$ cat src/rtl/mc_pkg.sv
// Shared encodings for the multi-cycle MIPS controller: states, opcodes,
// mux selects, the per-state control word and the state-to-controls map.
package mc_pkg;

    typedef enum logic [3:0] {
        S_FETCH  = 4'd0,
        S_DECODE = 4'd1,
        S_EXEC   = 4'd2,
        S_ALU_WB = 4'd3,
        S_MEM_RD = 4'd4,
        S_MEM_WB = 4'd5,
        S_MEM_WR = 4'd6,
        S_BRANCH = 4'd7,
        S_JUMP   = 4'd8
    } state_e;

    typedef enum logic [3:0] {
        C_ILLEGAL, C_RALU, C_ORI, C_LUI, C_LW, C_SW, C_BEQ, C_J, C_JAL, C_JR
    } iclass_e;

    localparam logic [5:0] OP_RTYPE = 6'h00;
    localparam logic [5:0] OP_ORI   = 6'h0D;
    localparam logic [5:0] OP_LUI   = 6'h0F;
    localparam logic [5:0] OP_LW    = 6'h23;
    localparam logic [5:0] OP_SW    = 6'h2B;
    localparam logic [5:0] OP_BEQ   = 6'h04;
    localparam logic [5:0] OP_J     = 6'h02;
    localparam logic [5:0] OP_JAL   = 6'h03;

    localparam logic [5:0] FN_SLL   = 6'h00;
    localparam logic [5:0] FN_ADDU  = 6'h21;
    localparam logic [5:0] FN_SUBU  = 6'h23;
    localparam logic [5:0] FN_JR    = 6'h08;

    localparam int ALU_OP_BITS = 4;
    localparam logic [3:0] ALU_ADD = 4'd0;
    localparam logic [3:0] ALU_SUB = 4'd1;
    localparam logic [3:0] ALU_OR  = 4'd2;
    localparam logic [3:0] ALU_LUI = 4'd3;

    localparam logic [1:0] PCSRC_PC4  = 2'd0;
    localparam logic [1:0] PCSRC_BR   = 2'd1;
    localparam logic [1:0] PCSRC_JIDX = 2'd2;
    localparam logic [1:0] PCSRC_REG  = 2'd3;

    localparam logic [1:0] REGDST_RT = 2'd0;
    localparam logic [1:0] REGDST_RD = 2'd1;
    localparam logic [1:0] REGDST_RA = 2'd2;

    localparam logic [1:0] WDSEL_ALU = 2'd0;
    localparam logic [1:0] WDSEL_DM  = 2'd1;
    localparam logic [1:0] WDSEL_PC4 = 2'd2;

    typedef struct packed {
        logic       pc_wr;
        logic [1:0] pc_src;
        logic       ir_wr;
        logic       reg_wr;
        logic [1:0] reg_dst;
        logic [1:0] wd_sel;
        logic       alu_src;
        logic [3:0] alu_op;
        logic       ext_op;
        logic       dm_wr;
        logic       dm_rd;
    } ctl_t;

    // Control word for a state; the ALU controls stay on through ALU_WB because
    // the GRF captures the ALU result directly in that cycle.
    function automatic ctl_t state_ctl(state_e s, iclass_e c, logic [3:0] aop);
        ctl_t k;
        k = '0;
        case (s)
            S_FETCH: begin
                k.pc_wr  = 1'b1;
                k.ir_wr  = 1'b1;
                k.pc_src = PCSRC_PC4;
            end
            S_EXEC, S_ALU_WB: begin
                k.alu_op  = aop;
                k.alu_src = (c != C_RALU);
                k.ext_op  = (c == C_LW) || (c == C_SW);
                if (s == S_ALU_WB) begin
                    k.reg_wr  = 1'b1;
                    k.wd_sel  = WDSEL_ALU;
                    k.reg_dst = (c == C_RALU) ? REGDST_RD : REGDST_RT;
                end
            end
            S_MEM_RD, S_MEM_WR: begin
                k.dm_rd   = (s == S_MEM_RD);
                k.dm_wr   = (s == S_MEM_WR);
                k.alu_src = 1'b1;
                k.alu_op  = ALU_ADD;
                k.ext_op  = 1'b1;
            end
            S_MEM_WB: begin
                k.reg_wr  = 1'b1;
                k.wd_sel  = WDSEL_DM;
                k.reg_dst = REGDST_RT;
            end
            S_BRANCH: begin
                k.alu_op  = ALU_SUB;
                k.alu_src = 1'b0;
                k.ext_op  = 1'b1;
                k.pc_src  = PCSRC_BR;
            end
            S_JUMP: begin
                k.pc_wr  = 1'b1;
                k.pc_src = (c == C_JR) ? PCSRC_REG : PCSRC_JIDX;
                if (c == C_JAL) begin
                    k.reg_wr  = 1'b1;
                    k.reg_dst = REGDST_RA;
                    k.wd_sel  = WDSEL_PC4;
                end
            end
            default: k = '0;
        endcase
        return k;
    endfunction

endpackage

$ cat src/rtl/mc_decode.sv
// Combinational instruction classifier: IR opcode/funct to class and ALU op.
module mc_decode
    import mc_pkg::*;
(
    input  logic [5:0] op,
    input  logic [5:0] func,
    output iclass_e    iclass,
    output logic [3:0] alu_op
);

    always_comb begin
        iclass = C_ILLEGAL;
        alu_op = ALU_ADD;
        case (op)
            OP_RTYPE: begin
                case (func)
                    // An all-zero word (sll $0 nop) behaves as addu to $0.
                    FN_ADDU, FN_SLL: iclass = C_RALU;
                    FN_SUBU: begin
                        iclass = C_RALU;
                        alu_op = ALU_SUB;
                    end
                    FN_JR:   iclass = C_JR;
                    default: iclass = C_ILLEGAL;
                endcase
            end
            OP_ORI: begin
                iclass = C_ORI;
                alu_op = ALU_OR;
            end
            OP_LUI: begin
                iclass = C_LUI;
                alu_op = ALU_LUI;
            end
            OP_LW:  iclass = C_LW;
            OP_SW:  iclass = C_SW;
            OP_BEQ: begin
                iclass = C_BEQ;
                alu_op = ALU_SUB;
            end
            OP_J:    iclass = C_J;
            OP_JAL:  iclass = C_JAL;
            default: iclass = C_ILLEGAL;
        endcase
    end

endmodule

$ cat src/rtl/mc_ctrl.sv
// Multi-cycle MIPS control FSM: sequences each instruction over 3-5 states,
// with a DM ready handshake, sticky illegal flag and retired counter.
module mc_ctrl
    import mc_pkg::*;
#(
    parameter int CNT_W   = 32,
    parameter int ALUOP_W = 4
) (
    input  logic               clk,
    input  logic               reset,
    input  logic [5:0]         Op,
    input  logic [5:0]         Func,
    input  logic               Zero,
    input  logic               dm_ready,
    output logic               PCWr,
    output logic [1:0]         PCSrc,
    output logic               IRWr,
    output logic               RegWr,
    output logic [1:0]         RegDst,
    output logic [1:0]         WDSel,
    output logic               ALUSrc,
    output logic [ALUOP_W-1:0] ALUOp,
    output logic               EXTOp,
    output logic               DMWr,
    output logic               DMRd,
    output logic               illegal,
    output logic [3:0]         state,
    output logic [CNT_W-1:0]   retired
);

    state_e           state_q, state_d;
    ctl_t             ctl_q, ctl_d;
    logic             illegal_q, illegal_d;
    logic [CNT_W-1:0] retired_q, retired_d;
    logic             retire;
    iclass_e          iclass;
    logic [3:0]       dec_alu_op;

    mc_decode u_decode (
        .op     (Op),
        .func   (Func),
        .iclass (iclass),
        .alu_op (dec_alu_op)
    );

    always_comb begin
        state_d   = S_FETCH;
        retire    = 1'b0;
        illegal_d = illegal_q;
        case (state_q)
            S_FETCH:  state_d = S_DECODE;
            S_DECODE: begin
                case (iclass)
                    C_RALU, C_ORI, C_LUI, C_LW, C_SW: state_d = S_EXEC;
                    C_BEQ:                            state_d = S_BRANCH;
                    C_J, C_JAL, C_JR:                 state_d = S_JUMP;
                    default: begin
                        state_d   = S_FETCH;
                        illegal_d = 1'b1;
                    end
                endcase
            end
            S_EXEC: begin
                if (iclass == C_LW)      state_d = S_MEM_RD;
                else if (iclass == C_SW) state_d = S_MEM_WR;
                else                     state_d = S_ALU_WB;
            end
            S_MEM_RD: state_d = dm_ready ? S_MEM_WB : S_MEM_RD;
            S_MEM_WR: begin
                state_d = dm_ready ? S_FETCH : S_MEM_WR;
                retire  = dm_ready;
            end
            S_ALU_WB, S_MEM_WB, S_BRANCH, S_JUMP: retire = 1'b1;
            default:  state_d = S_FETCH;
        endcase
        retired_d = retired_q + CNT_W'(retire);
        // Outputs are registered from the next state, so they line up with state_q.
        ctl_d     = state_ctl(state_d, iclass, dec_alu_op);
    end

    always_ff @(posedge clk or negedge reset) begin
        if (!reset) begin
            state_q   <= S_FETCH;
            ctl_q     <= state_ctl(S_FETCH, C_ILLEGAL, ALU_ADD);
            illegal_q <= 1'b0;
            retired_q <= '0;
        end else begin
            state_q   <= state_d;
            ctl_q     <= ctl_d;
            illegal_q <= illegal_d;
            retired_q <= retired_d;
        end
    end

    // Zero is only meaningful while the ALU compares in BRANCH.
    assign PCWr    = ctl_q.pc_wr | ((state_q == S_BRANCH) & Zero);
    assign PCSrc   = ctl_q.pc_src;
    assign IRWr    = ctl_q.ir_wr;
    assign RegWr   = ctl_q.reg_wr;
    assign RegDst  = ctl_q.reg_dst;
    assign WDSel   = ctl_q.wd_sel;
    assign ALUSrc  = ctl_q.alu_src;
    assign ALUOp   = ALUOP_W'(ctl_q.alu_op);
    assign EXTOp   = ctl_q.ext_op;
    assign DMWr    = ctl_q.dm_wr;
    assign DMRd    = ctl_q.dm_rd;
    assign illegal = illegal_q;
    assign state   = state_q;
    assign retired = retired_q;

endmodule

$ cat config.mk
export PLATFORM = sky130hd
export DESIGN_NAME = mc_ctrl
export DESIGN_NICKNAME = d
export VERILOG_FILES = /design/src/rtl/mc_pkg.sv /design/src/rtl/mc_decode.sv /design/src/rtl/mc_ctrl.sv
export SDC_FILE = /design/constraint.sdc
export NUM_CORES = 1
export LEC_CHECK = 0
export CAP_MARGIN = 10
export CORE_AREA = 2 2 89 91
export DETAILED_ROUTE_END_ITERATION = 12
export DIE_AREA = 0 0 91 93
export SYNTH_ARGS = -nofsm -noshare
export SYNTH_HDL_FRONTEND = slang
export SYNTH_SLANG_ARGS = --single-unit
$ cat constraint.sdc
create_clock -name clk -period 3.1 [get_ports clk]
set_clock_uncertainty 0.1 [all_clocks]
set_input_delay 0.62 -clock clk [delete_from_list [all_inputs] [get_ports clk]]
set_output_delay 0.62 -clock clk [all_outputs]
set_load 0.05 [all_outputs]
# Word-level counts from Yosys, hierarchy flattened
# Index checks and enable logic that the tools add are counted.
# op_classes
add_sub_neg	1
n_mul	0
div_mod_pow	0
n_lt_le_gt_ge	0
eq_ne	35
n_shift	0
muxes	21
bitwise	3
reduce_logical	14
# op_table
operator	count
$eq 4x3->1 const B	12
$add 32x1->32	1
$pmux 4 s8	1
$eq 4x2->1 const B	6
$eq 6x6->1 const B	4
$pmux 4 s5	1
$eq 6x4->1 const B	3
$pmux 6 s3	1
$eq 4x4->1 const B	4
$pmux 4 s4	1
$pmux 5 s3	1
$eq 6x2->1 const B	2
$logic_not 6->1	2
$pmux 4 s3	1
$mux 5	2
$mux 3	3
$reduce_or 9->1	1
$eq 4x1->1 const B	2
$logic_not 4->1	2
$pmux 4 s2	1
$eq 6x3->1 const B	1
$mux 1	6
$reduce_or 2->1	3
$reduce_or 3->1	2
11 further kinds	11
# word_totals
reg_bits	54
latchBits	0
ramBits	0
mem_bits_ro	0
inputBits	16
out_inout_bits	54
word_cells	88
mem_count	0

# Logic depth before layout (Yosys ltp)
# logic_depth
word_depth	11
mapped_depth	11
mapped_depth_nobuf	10

# By module
# Synthesis repeated with hierarchy kept, for this count alone.
# hier_totals
hier_cells	266
hier_area_um2	2825.2
# by_module_without_submodules
mod	n_inst	cells_per_inst	area_per_inst_um2	seq_area_each_um2
mc_ctrl	1	229	2565.0	1328.8
mc_decode	1	37	260.2	0.0

# Least setup slack after synthesis
# Ideal clock, no wire load.
# synth_timing
path_type	flip-flop to flip-flop
from	reg state_q[1], in the netlist state[1]
to	reg retired_q[26], in the netlist retired[26]
setup_time_ns	0.142
arrival_time_ns	2.625
required_time_ns	2.858
slack_ns	0.233
stages_incl_launch_ff	11
path_buffers	1
synth_period_minus_slack_ns	2.867
cell_sequence	dfrtp_1 > buf_6 > o21ai_0 > a21oi_1 > a31o_2 > ha_1 > ha_1 > nand2_1 > nor4_1 > nand3_1 > xnor2_1
# synth_via
elab_chain_len	4
word_cells_on_any_way	8
cone_classes	1 x add/sub; 5 x eq/ne; 1 x mux; 1 x reduce/logical
# synth_rtl
element	line	rtl
from (decl)	mc_ctrl.sv:31	state_e state_q, state_d;
from (signal assigned)	mc_ctrl.sv:88	state_q <= state_d;
$eq 4x3->1, or another cell as far along	mc_ctrl.sv:50	case (state_q)
$reduce_or 4->1	mc_ctrl.sv:50	
$pmux 1 s2 *	mc_ctrl.sv:50	
$add 32x1->32 *	mc_ctrl.sv:76	retired_d = retired_q + CNT_W'(retire);
net retired_d[26]	mc_ctrl.sv:34	logic [CNT_W-1:0] retired_q, retired_d;
to (signal assigned)	mc_ctrl.sv:91	retired_q <= retired_d;
to (decl)	mc_ctrl.sv:34	
# The timed path passes the listed nets; every way through them passes the cells marked *.
# A chain may end at the register's enable or synchronous reset.

==> results.yml <==
grt:
  grt_max_degree: 28
  grtUsageTotal: 0.135
  first_global_vias: 1950
  overflow: 0
  antenna_found_initial: 0
  grt_pass1_wl_microns: 9220
timing:
  relSlewSlack: 0.581
  worst_slew_pin_slew_ns: 0.625
  finalMaxSlewViolations: 0
  rsz0062_at_grt: "false"
  fin_setup_tns_ns: 0
  period_share: 0.870
  finalSetupViolations: 0
  hold_violations: 0
  holdWs_ns: 0.187
  timing.fmax_mhz: 371
  min_period_ns: 2.70
finish:
  diodes: 0
  mostFrequentLayoutCell: "clkdlybuf4s50_1"
  fill_cells: 763
  synthToLayoutAreaGrowth_pct: 32.2
  fin_util: 0.447
  final_area_sq_mm: 0.00336
  final_cell_mix: "clkdlybuf4s50_1 (65), dfrtp_1 (49), xnor2_1 (22)"
  drive_gt1_frac: 0.122
  nets: 328
synth:
  synth_cell_type_count: 43
  avgSynthCellArea_sq_um: 10.6
  yosysWarnings: 0
  postSynthCellCount: 240
  ys.flop_type: "dfrtp_1"
  yosysSeqAreaShare: 0.503
  synth-edff-count: 0
  async_reset_ff_frac: 1.00
  synth_area_sq_mm: 0.00254
  ys_ff_latch: 51
clock_tree:
  cts_made_buffers: 5
  cts_tree: "built"
  cts-resized-gates: 0
  cts-root-buf: "clkbuf_8"
  clk_latency_ns: 0.31
  cts_buffer_depth: 2
  post_cts_buffers: 0
  htreeDepth: 2
  clkSinkCount: 51
  path_clk_slew_ns: 0.10
  hold_buffers: 0
drt:
  drtAntennaViolNets: 0
  first_pass_iters: 4
  drt_iter0_drc: 47
  wirelength_microns: 5490
  via_per_inst: 4.90
  via_count: 2023
  wl_per_cell_microns: 13.3
  drc: 0
power_and_ir_drop:
  powerDensity_mw_per_mm2: 534
  p_leak_nw: 1.45
  ir_worst_vdd_mv: 0.198
  totalPowerFinal_mw: 1.80
critical_path:
  endpoint_kind: "flip-flop"
  path_max_fanout: 7
  crit_arrival_ns: 2.76
  worst_ep_required_time_ns: 3.17
  worst-setup-path-type: "in2reg"
  start_kind: "input port"
die:
  initial_utilization: 0.338
  die_area_sq_mm: 0.00846
  die_y_microns: 93
  rows: 32
  ios: 70
  dieWidth_microns: 91
  core_area_sq_mm: 0.00753
job:
  maxCapViolations: 0
run_status:
  status: "complete, no violations"
worst_hold_path:
  worstHoldPathType: "in2async"
placement:
  placed_cell_area_sq_mm: 0.00328
  dp_hpwl_microns: 4260
  gp_congestion: 0.835
  port-buffer-count: 67
Yosys cell counts, types with 6 or more instances:
library cell  count  area (sq um)
o21ai_0           6          30.0
dfrtp_1          49          1230
nand3_1          21           105
xor2_1            9          78.8
nor3_1            8          40.0
a21oi_1           8          40.0
and3_1            8          50.1
xnor2_1          22           193
nor2_1           16          60.1
buf_4            11          82.6
nand2_1          21          78.8
buf_6             7          78.8
metrics by stage:
stage	instances	worst slack (ns)
after detailed placement	405	0.0911
after global placement	405	0.127
after floorplan	241	0.233
final	413	0.402
after CTS	413	0.420
after global routing	413	0.188
registers in the layout, indices dropped and copies added (netlist names):
signal / flops
EXTOp: 1
IRWr: 1
PCSrc: 2
ALUSrc: 1
RegDst: 2
WDSel: 1
DMWr: 1
state: 4
DMRd: 1
illegal: 1
RegWr: 1
retired: 32
ALUOp: 2
ctl_q: 1
critical path, cell delays in order:
cell and delay, ns:
clkdlybuf4s50_1 0.60, buf_4 0.18, nand4b_1 0.20, nor4b_1 0.33, a21oi_1 0.11, o31ai_2 0.54, o41ai_1 0.18
cells by family after synthesis:
kind of cell,share of synthesized area
XOR/XNOR,0.107
AO/OA/AOI/OAI,0.0713
other,0.00147
adder cells (fa/ha/maj),0.00984
buffers and inverters,0.0708
flip-flops,0.503
AND/OR/NAND/NOR,0.237
worst paths after layout:
| kind | from | endpoint | slack, ns | depth (start not counted) |
|---|---|---|---|---|
| min reg2reg | retired[31] | retired[31] | 0.37 | 1 |
| min in group clk | retired[31] | retired[31] | 0.37 | 1 |
| max in group asynchronous | reset | IRWr | 2.39 | 2 |
| max reg2reg | state[1] | retired[24] | 0.64 | 10 |
| min | reset | retired[12] | 0.19 | 2 |
| max | Op[0] | ALUSrc | 0.40 | 7 |
cell type report:
| class | count | area, sq um | area share |
|---|---|---|---|
| Sequential cell | 51 | 1280 | 0.380 |
| Inverter | 4 | 15.0 | 0.00446 |
| Multi-Input combinational cell | 167 | 1090 | 0.324 |
| Clock inverter | 2 | 12.5 | 0.00372 |
| Clock buffer | 6 | 72.6 | 0.0216 |
| Timing Repair Buffer | 81 | 768 | 0.228 |
| Tap cell | 102 | 128 | 0.0379 |
report_power, final:
part | internal [mW] | switching (mW)
Combinational | 0.217 | 0.394
Clock | 0.158 | 0.216
Sequential | 0.738 | 0.0722
routing by layer:
metal / wire (microns) / GRT usage / up-vias
met4: 104 / 0.0429 / 0
li1: - / - / 979
met2: 2500 / 0.214 / 70
met3: 292 / 0.0322 / 13
met5: 0 / 0 / -
met1: 2590 / 0.183 / 961
No activity file was read; power rests on OpenSTA's default activity.
==> patch (same settings) <==
`ALUOP_W`: 4 -> 6.
--- a/src/rtl/mc_ctrl.sv
+++ b/src/rtl/mc_ctrl.sv
@@ -4,7 +4,7 @@
     import mc_pkg::*;
 #(
     parameter int CNT_W   = 32,
-    parameter int ALUOP_W = 4
+    parameter int ALUOP_W = 6
 ) (
     input  logic               clk,
     input  logic               reset,
Interface: changed (resized ALUOp); port bits go from 70 to 72. The function was not compared with the original's and may differ.
==> patch against the original RTL <==
Combinational power barely moved. Critical path depth rose by 4. Area after synthesis is 0.59% higher. Cell area is 0.52% higher. First-iteration DRC count is 81% higher. Total power up 5.5%. Core utilization up 0.23 points. Wire length up 3.2%. Sequential cell count stayed put. Worst setup slack better by 0.043 ns. Sequential power is 0.5% higher. Clock power increased by 26%. Critical path type unchanged. Critical endpoint is now retired[26]. Largest cell class unchanged.
==> patch: results (changes against the original RTL) <==
status completed; Compound-Gate Fraction of Synth Area 7.090% (-0.042 points); placed inst area 3263 um^2 (-0.46%); worst slew pin tran 0.6269 ns (+0.002251 ns); CP arrival 2.74 ns (-0.02 ns); clock latency on the worst-skew pair 0.30 ns; DP Cell Count 404 (-0.25%); Reg2Reg Setup Slack 0.74 ns (+0.10 ns); pin count of the biggest net entering global routing 52 (+86%); Setup Fix Bufs, Post-CTS 0 (unchanged); post-route insts no fill 412 (-0.24%); Synthesis Warnings 0 (unchanged); P_leak 1.459 nW (+0.88%); Wirelength per Cell 13.75 um (+3.5%); H-tree lvl count 2 (unchanged); Hold WC Path Type in -> async; clk root buf clkbuf_8; initial antenna violation count 0 (unchanged); IO Port Bufs 67 (unchanged); # diodes 0 (unchanged); layout cells sized above 1 11.61% (-0.61 points); post-synthesis cell type count 43 (unchanged); Mapped Avg Cell Area 10.57 um^2 (-0.24%); Hold WS 0.3231 ns (+0.1358 ns); CTS Buffer Depth 2 (unchanged); worst reg2reg startpoint state[1]; Worst Reg-to-Reg Cells 10 (unchanged); sequential-to-total area share from yosys stat 49.98% (-0.29 points); GP Congestion 0.8346 (about the same); Place WS 0.1307 ns (+0.03963 ns); DPL Wire Length 4337 um (+1.9%); CTS Buf Count 5 (unchanged); setup violators final 0 (unchanged); max reg flops 32 (unchanged); GRT Util Overall 14.00% (+0.53 points); drt pass-1 iters 5 (+1); CP Max Fanout 6 (-1); routed vias 2006 (-0.84%); asr flop ratio synth 100.0% (unchanged); Crit Reg-Reg Endpoint retired[26]; First DRT Iteration DRCs 85 (+81%); first-pass GRT wire length 9522 um (+3.3%); maximum VDD drop 0.2044 mV (+3.5%); synthesized-area fraction occupied by adder cells 0.9780% (-0.0058 points); register clock-pin slew on the reported worst setup and hold paths 0.09 ns; Switching Fraction 35.88% (-2.1 points); top area cells in the synthesized netlist dfrtp_1 48%, xnor2_1 7.5%, nand3_1 4.1%; # resized after CTS 0 (unchanged); Post-Synth XOR/XNOR Area 10.61% (-0.063 points); Commonest cells post-synth 49 x dfrtp_1, 22 x xnor2_1, 21 x nand2_1, 21 x nand3_1, 16 x nor2_1; mux cell area share after synthesis 0% (unchanged); Final Net Count 327 (-0.30%)
-- patch: cell count changes after synthesis, sizes merged --
cell,unedited run,this run
buf,18,20
-- patch: cell type report --
cell class / count / area, um^2
Multi-Input combinational cell: 169 / 1096
Clock inverter: 2 / 35.03
Sequential cell: 51 / 1279
Inverter: 4 / 15.01
Tap cell: 102 / 127.6
Fill cell: 741 / 4146
Timing Repair Buffer: 78 / 745.7
Clock buffer: 6 / 82.58
-- patch: worst max-delay path by stage --
stage	startpoint	cells after the start	endpoint	slack, ns
finish	dm_ready	11	retired[26]	0.44
global route	dm_ready	11	retired[26]	0.23
CTS	dm_ready	11	retired[26]	0.45
global placement	Op[0]	9	ctl_q[16]	0.17
floorplan	state[1]	10	retired[26]	0.23
detailed placement	dm_ready	11	retired[26]	0.13
-- patch: power by group through the flow --
stage	Combinational, mW	Clock (mW)	Sequential (mW)
final	0.609	0.473	0.814
after floorplan	0.240	0	0.995
after CTS	0.616	0.492	0.815
after detailed placement	0.614	0	0.829
after global routing	0.651	0.510	0.826
after global placement	0.609	0	0.826
-- patch: worst max-delay path: stages --
cell and delay, ns:
clkdlybuf4s50_1 0.54, nand3_1 0.09, a21oi_1 0.16, a31o_2 0.12, ha_1 0.19, ha_1 0.18
nand2_1 0.10, nor4_1 0.31, buf_4 0.20, nand3_1 0.10, xnor2_1 0.14
-- patch: logic make-up (layout without fill, tap and decap cells) --
logic type,after synthesis,in the layout
adders and majority gates,2,2
DFF,51,51
xor gates and xnor gates,31,31
and+or+nand+nor,107,107
other,1,4
buffers and inverters,25,90
AOI/OAI and AO/OA,25,25
-- patch: metal layers --
layer	GRT usage [%]	up-vias	share of wire (%)
li1	-	967	-
met3	3.384	6	5.1
met4	4.167	0	1.3
met1	16.75	967	42
met5	0	-	0
met2	25.00	66	52
